### src/rtl/hazard_scoreboard.sv
// rtl/hazard_scoreboard.sv - tag-pipeline data-hazard scoreboard with forwarding and stall counter
// Optional feature macro: HAZARD_FWD_EN (operand forwarding; undefined = stall until writeback retires)
module hazard_scoreboard #(
  parameter int DEPTH   = 3,
  parameter int NUM_SRC = 2,
  parameter int AW      = 5,
  parameter int DW      = 32,
  parameter int LW      = 2
) (
  input  logic                  clk,
  input  logic                  rst,
  input  logic                  id_valid,
  input  logic                  id_wen,
  input  logic [AW-1:0]         id_waddr,
  input  logic [LW-1:0]         id_rdy_stage,
  input  logic [NUM_SRC-1:0]    src_used,
  input  logic [NUM_SRC*AW-1:0] src_addr,
  input  logic [DEPTH*DW-1:0]   stage_wdata,
  input  logic                  hold,
  input  logic                  flush,
  output logic [NUM_SRC-1:0]    fwd_hit,
  output logic [NUM_SRC*DW-1:0] fwd_data,
  output logic                  stallreq_for_id,
  output logic [31:0]           stall_cnt
);

`ifdef HAZARD_FWD_EN
  localparam bit FWD_EN = 1'b1;
`else
  localparam bit FWD_EN = 1'b0;
`endif

  // One tag per tracked stage: valid, destination register, first stage with valid result
  logic [DEPTH-1:0]         v_q, v_d;
  logic [DEPTH-1:0][AW-1:0] waddr_q, waddr_d;
  logic [DEPTH-1:0][LW-1:0] rdy_q, rdy_d;
  logic [31:0]              stall_cnt_q, stall_cnt_d;

  logic [NUM_SRC-1:0]       blocking;
  logic                     issue;

  // Per-source lookup: youngest matching tag decides between forwarding and blocking
  always_comb begin
    logic found;
    logic fwd_ok;
    fwd_hit  = '0;
    fwd_data = '0;
    blocking = '0;
    found    = 1'b0;
    fwd_ok   = 1'b0;
    for (int s = 0; s < NUM_SRC; s++) begin
      found = 1'b0;
      if (src_used[s] && (src_addr[s*AW +: AW] != '0)) begin
        for (int i = 0; i < DEPTH; i++) begin
          if (!found && v_q[i] && (waddr_q[i] == src_addr[s*AW +: AW])) begin
            found  = 1'b1;
            // Without forwarding every in-flight producer blocks until it retires
            fwd_ok = FWD_EN && (int'(rdy_q[i]) <= i);
            if (fwd_ok) begin
              fwd_hit[s]             = 1'b1;
              fwd_data[s*DW +: DW]   = stage_wdata[i*DW +: DW];
            end else begin
              blocking[s] = 1'b1;
            end
          end
        end
      end
    end
  end

  assign stallreq_for_id = id_valid && (|blocking);

  // Only a real register write from a non-stalled, non-flushed ID instruction creates a tag
  assign issue = id_valid && !stallreq_for_id && !flush && id_wen && (id_waddr != '0);

  // Tag pipeline advance; flush clears entry 0 even while the rest is frozen by hold
  always_comb begin
    v_d     = v_q;
    waddr_d = waddr_q;
    rdy_d   = rdy_q;
    if (!hold) begin
      for (int i = 1; i < DEPTH; i++) begin
        v_d[i]     = v_q[i-1];
        waddr_d[i] = waddr_q[i-1];
        rdy_d[i]   = rdy_q[i-1];
      end
      v_d[0]     = issue;
      waddr_d[0] = id_waddr;
      rdy_d[0]   = id_rdy_stage;
    end else if (flush) begin
      v_d[0] = 1'b0;
    end
  end

  // Saturating hazard-stall counter
  assign stall_cnt_d = (stallreq_for_id && (stall_cnt_q != 32'hFFFF_FFFF)) ?
                       stall_cnt_q + 32'd1 : stall_cnt_q;

  assign stall_cnt = stall_cnt_q;

  // State registers with asynchronous active-low reset
  always_ff @(posedge clk or negedge rst) begin
    if (!rst) begin
      v_q         <= '0;
      waddr_q     <= '0;
      rdy_q       <= '0;
      stall_cnt_q <= '0;
    end else begin
      v_q         <= v_d;
      waddr_q     <= waddr_d;
      rdy_q       <= rdy_d;
      stall_cnt_q <= stall_cnt_d;
    end
  end

endmodule

### config.mk
export PLATFORM = sky130hd
export DESIGN_NAME = hazard_scoreboard
export DESIGN_NICKNAME = d
export VERILOG_FILES = /design/src/rtl/hazard_scoreboard.sv
export SDC_FILE = /design/constraint.sdc
export NUM_CORES = 1
export LEC_CHECK = 0
export ABC_AREA = 1
export CAP_MARGIN = 25
export CORE_ASPECT_RATIO = 1.2
export CORE_MARGIN = 4
export CORE_UTILIZATION = 40
export CTS_BUF_LIST = sky130_fd_sc_hd__clkbuf_4
export CTS_CLUSTER_DIAMETER = 80
export DETAILED_ROUTE_END_ITERATION = 7
export PLACE_DENSITY = 0.83
export SLEW_MARGIN = 20
export SYNTH_ARGS = -nofsm -noshare
export SYNTH_HDL_FRONTEND = slang
export SYNTH_SLANG_ARGS = --single-unit
### constraint.sdc
create_clock -name clk -period 2.15 [get_ports clk]
set_input_delay 0.43 -clock clk [delete_from_list [all_inputs] [get_ports clk]]
set_output_delay 0.43 -clock clk [all_outputs]
set_load 0.02 [all_outputs]
# Yosys cells after proc, flatten, opt, wreduce, memory -nomap -nowiden
# Index checks and enable logic that the tools add are counted.
dict set report word_totals {
  rom_bits 0
  mem_count 0
  latchBits 0
  output_inout_bits 99
  ramBits 0
  regBits 50
  wordCells 59
  input_bits 121
}
dict set report op_classes {
  add_sub_neg 1
  n_eq_ne 8
  n_mul 0
  reduce_logical 28
  order_cmp 0
  div 0
  n_bitwise 0
  mux 16
  shifts 0
}
# cell count
set ops {}
lappend ops {{32-bit by 1-bit adder with 32-bit output (second input constant)} 1}
lappend ops {{32-bit != test (second input constant)} 1}
lappend ops {{5-bit == test} 6}
lappend ops {{1-bit logical AND} 18}
lappend ops {{1-bit 2-to-1 mux} 16}
lappend ops {{5-bit nonzero test} 3}
lappend ops {{1-bit logical NOT} 6}
lappend ops {{2-bit by 1-bit != test with 1-bit output (second input constant)} 1}
lappend ops {{2-bit OR reduction} 1}

# Depth between registers and ports, before layout
dict set report depth {
  word_depth 22
  ltp_mapped 12
  depth_no_buf 11
}

# Worst setup path before layout
# Ideal clock, no wire load.
dict set report synth_timing {
  path_kind {reg-to-reg}
  start {register stall_cnt_q[0] (netlist: stall_cnt[0])}
  end {register stall_cnt_q[19] (netlist: stall_cnt[19])}
  period_less_slack_ns 1.843
  required_time_ns 2.032
  setup_ns 0.118
  path_slack_ns 0.307
  arrival_time_ns 1.725
  n_path_buf 1
  path_stages_with_launch 10
  cell_sequence {dfrtp_1 -> ha_1 -> inv_1 -> nor2_4 -> nand3_1 -> nor3_2 -> nand4_2 -> buf_2 -> nand4_1 -> nand2_1}
}
dict set report synth_between {
  elab_chain_cells 2
  word_cells_on_any_way 3
  classes_between {1 x add/sub; 1 x eq/ne; 1 x reduce/logical}
}
# element line_no
set synth_rtl {}
lappend synth_rtl {{from (decl)} 37} ;# logic [31:0] stall_cnt_q, stall_cnt_d;
lappend synth_rtl {{from (signal assigned)} 112} ;# stall_cnt_q <= stall_cnt_d;
lappend synth_rtl {{branches (longest 2 deep; another with 32-bit by 1-bit adder with 32-bit output)} n/a}
# Parallel ways; which one is timed is not known.
# A chain may end at the register's enable or synchronous reset.

# Worst setup path in the final report
dict set report layout_timing {
  start {register waddr_q[6] (netlist bit)}
  end {output stallreq_for_id}
}
dict set report layout_between {
  elab_chain_cells 11
  word_cells_on_any_way 22
  classes_between {2 x eq/ne; 10 x mux; 10 x reduce/logical}
}
# element line_no
set layout_rtl {}
lappend layout_rtl {{from (decl)} 35} ;# logic [DEPTH-1:0][AW-1:0] waddr_q, waddr_d;
lappend layout_rtl {{from (signal assigned)} 110} ;# waddr_q <= waddr_d;
lappend layout_rtl {{5-bit == test} 55} ;# if (!found && v_q[i] && (waddr_q[i] == src_addr[s*AW +: AW])) begin
lappend layout_rtl {{1-bit logical AND} 55}
lappend layout_rtl {{1-bit 2-to-1 mux} 55}
lappend layout_rtl {{1-bit 2-to-1 mux} 53} ;# if (src_used[s] && (src_addr[s*AW +: AW] != '0)) begin
lappend layout_rtl {{1-bit logical NOT} 55}
lappend layout_rtl {{1-bit logical AND (2 in series)} 55}
lappend layout_rtl {{1-bit 2-to-1 mux} 55}
lappend layout_rtl {{1-bit 2-to-1 mux} 53}
lappend layout_rtl {{2-bit OR reduction (*)} 71} ;# assign stallreq_for_id = id_valid && (|blocking);
lappend layout_rtl {{1-bit logical AND (*)} 71}
lappend layout_rtl {{to (decl)} 23} ;# output logic stallreq_for_id,
# Mark *: on every way between the ends. The rest lies on a longest branch, timed or not. The select of a mux whose other input is x is not followed.

==> run_results.csv <==
group,metric,value,unit
run_status,status,"completed",
synth,syn_inst,614,
grt,antenna_found_initial,0,
route,viasPerCell,4.94,
synth,seq_area_frac_synth,31.6,%
route,wirelength,10700,um
timing,fin_crit,2140,ps
worst_setup_path,path_max_fanout,3,
clock_tree,cts_max_level,2,
worst_setup_path,start_kind,"flip-flop",
worst_setup_path,crit_family,"simple AND/OR/NAND/NOR gates",
synth,synth-seq-cells,50,
grt,grt_pass1_wl,17500,um
timing,timing.hold.ws,85.1,ps
clock_tree,path_clk_slew,160,ps
worst_setup_path,critPathArrivalTime,1710,ps
placed_design,place_congestion,0.970,
min_path,hold_class,"in -> async",
synth,synth.most_common_cell,"nand2_1",
pwr,p_leak,2.31,nW
synth,synth_top_area_share,31.6,%
timing,skew,17.5,ps
timing,final.setup.worst_slack,12.8,ps
synth,synth-xor-area-share,4.20,%
pwr,ir_worst_vdd,362,uV
pwr,p_per_area,450,mW/mm2
synth,postSynthAreaPerCell,6.45,um2
grt,track_usage,18.6,%
worst_setup_path,critPathMaxStageDelay,410,ps
clock_tree,cts-root-buf,"clkbuf_4",
synth,ys_types,27,
worst_setup_path,path_buf_inv,3,
timing,fin_setup_tns,0,ps
grt,grt_pass1_vias,3847,
route,wl_per_cell,13.4,um
synth,synthArstFlopShare,100,%
timing,rsz0062_at_grt,"true",
placed_design,postPlaceCellArea,0.00444,mm2
final_layout,fin_util,47.4,%
final_layout,design_area,0.00456,mm2
route,ant_nets,0,
placed_design,pre_cts_ws,-657,ps
synth,ys.warnings.count,0,
final_layout,final_nets,799,
worst_setup_path,worst_ep_required_time,1720,ps
final_layout,antenna-diode-count,0,
timing,setup_viol,0,
worst_setup_path,critPathCaptureType,"output port",
route,first_iter_violations,174,
die,rows,39,
route,dr.pass1.iters,5,
synth,synthAdderAreaFrac,0.316,%
clock_tree,cts_inserted_buffers,5,
route,drc,0,
timing,maxSlewHeadroom,49.9,%
synth,synth.area.top_cells,"dfrtp_1 32%, nand2_1 23%, buf_4 13%, nand4_1 6.0%, nor2_1 5.8%",
worst_setup_path,cp_cell_sequence,"buf_4 -> nand2_2 -> nand2_1 -> nor2_1 -> nand3_1 -> nand3_1 -> nand2_1 -> nand2_2 -> inv_2 -> nor2_4 -> buf_6",
grt,gr-total-overflow,0,
clock_tree,clock_sinks,50,
timing,slew_violations,0,
synth,ys_top_cells_by_count,"243 x nand2_1, 69 x buf_4, 61 x nor2_1",
clock_tree,clk_latency,380,ps
clock_tree,cts_tree,"yes",
die,design.core.area,0.00961,mm2
synth,synth_compound_area_share,3.00,%
clock_tree,cts_buffer_depth,2,
worst_setup_path,crit_slowest_cell,"dfrtp_1",
synth,synthSimpleGateAreaFrac,41.1,%
die,die_h,117,um
job,maxCapViolCount,0,
timing,hold_viol,0,
die,initial_core_util,41.2,%
worst_setup_path,worstSetupPathType,"reg -> out",
synth,netlist_area,0.00396,mm2
die,dieArea,0.0116,mm2
placed_design,dp.final_hpwl,8130,um
grt,grt_max_degree,35,
die,die_width,98.8,um
synth,synth_top_cell_by_area,"dfrtp_1",
die,ios,220,
timing,finalCritPeriodShare,99.4,%
route,vias,3953,
final_layout,areaGrowthSynthToFinish,15.2,%
synth,synth_top_family_by_area,"simple AND/OR/NAND/NOR gates",
final_layout,drive_above_1_share,8.55,%
synth,synth_mux_area_share,0,%
timing,max_freq,468,MHz
clock_tree,postCtsHoldBufs,0,
synth,synth_edf_count,0,
synth,synth_ff_type,"dfrtp_1",
timing,worst_pin_slew,752,ps
placed_design,io_buffer_count,55,
==> repair_timing <==
action / in CTS / in global routing
buffers inserted: 2 / 1
pin swaps: 1 / 5
gates resized for setup: 20 / 10
endpoints found under the setup margin: 1 / 32
==> cells in the final DEF, fill, tap and decap left out, drive strengths merged <==
cell type      instances
nand2                244
nand3                 21
ha                     1
a21oi                  1
dfrtp                 50
buf                   20
a311oi                 1
clkdlybuf4s50         43
clkbuf                 6
inv                   54
nand3b                 5
xnor2                  7
dlygate4sd2           10
clkinvlp               1
nor3                  12
conb                  66
nor2                  63
nand4                 39
bufinv                 1
o21ai                 21
xor2                  12
==> metrics by stage <==
step / power (mW) / cells
final: 2.05 / 801
after global routing: 2.17 / 801
after CTS: 2.06 / 800
after detailed placement: 1.48 / 790
after global placement: 1.47 / 790
after floorplan: 1.41 / 679
==> worst reg2reg max path, cell delays in order, from the launching register on <==
cell	delay, ps
dfrtp_1	410
buf_4	150
nand2_2	70
nand2_1	50
nor2_1	120
nand3_1	80
nand3_1	90
nand2_1	70
nand2_2	70
buf_4	340
nand3_2	130
buf_4	230
nand2_1	80
nand2_1	40
==> final timing paths <==
| check | from | endpoint | slack (ps) | depth (start not counted) |
|---|---|---|---|---|
| worst max-delay path | waddr_q[6] | stallreq_for_id | 10 | 11 |
| worst min-delay path | rst | stall_cnt[24] | 90 | 1 |
| worst max register to register | waddr_q[6] | stall_cnt[25] | 130 | 13 |
| worst min register to register | waddr_q[14] | waddr_q[14] | 560 | 2 |
| max in group asynchronous | rst | waddr_q[1] | 1400 | 2 |
| min in group clk | waddr_q[14] | waddr_q[14] | 560 | 2 |
==> cell type report <==
type	count	area, um2
fillers	1000	5050
inverters	54	203
clock inverters	2	37.5
multi-input cells	493	2200
well taps	123	154
flip-flops and latches	50	1250
clock buffers	6	45.0
repair buffers	73	669
==> where the power goes <==
part | leakage, nW | total (mW) | switching, mW | internal [mW]
sequential | 0.671 | 1.03 | 0.0438 | 0.984
clock | 0.0419 | 0.571 | 0.312 | 0.258
combinational | 1.60 | 0.454 | 0.318 | 0.136
total | 2.31 | 2.05 | 0.674 | 1.38
==> registers in the layout, indices dropped and copies added (netlist names) <==
signal / count
stall_cnt: 32
v_q: 3
waddr_q: 15
==> metal layers <==
layer	global-route usage, %	share of wire (%)	vias to the layer above
met5	0	0	-
met4	9.84	3.6	0
met3	3.56	7.6	37
met2	32.9	49	210
met1	21.4	39	1780
li1	-	-	1926
==> cells by family (layout without fill, tap and decap cells) <==
family / count (synthesis) / count (layout)
compound gates: 23 / 23
xor+xnor: 19 / 19
fa+ha+maj: 1 / 1
buf+inv: 136 / 135
flops: 50 / 50
other cells: 1 / 66
simple gates: 384 / 384
Power figures use the tool's default switching activity.
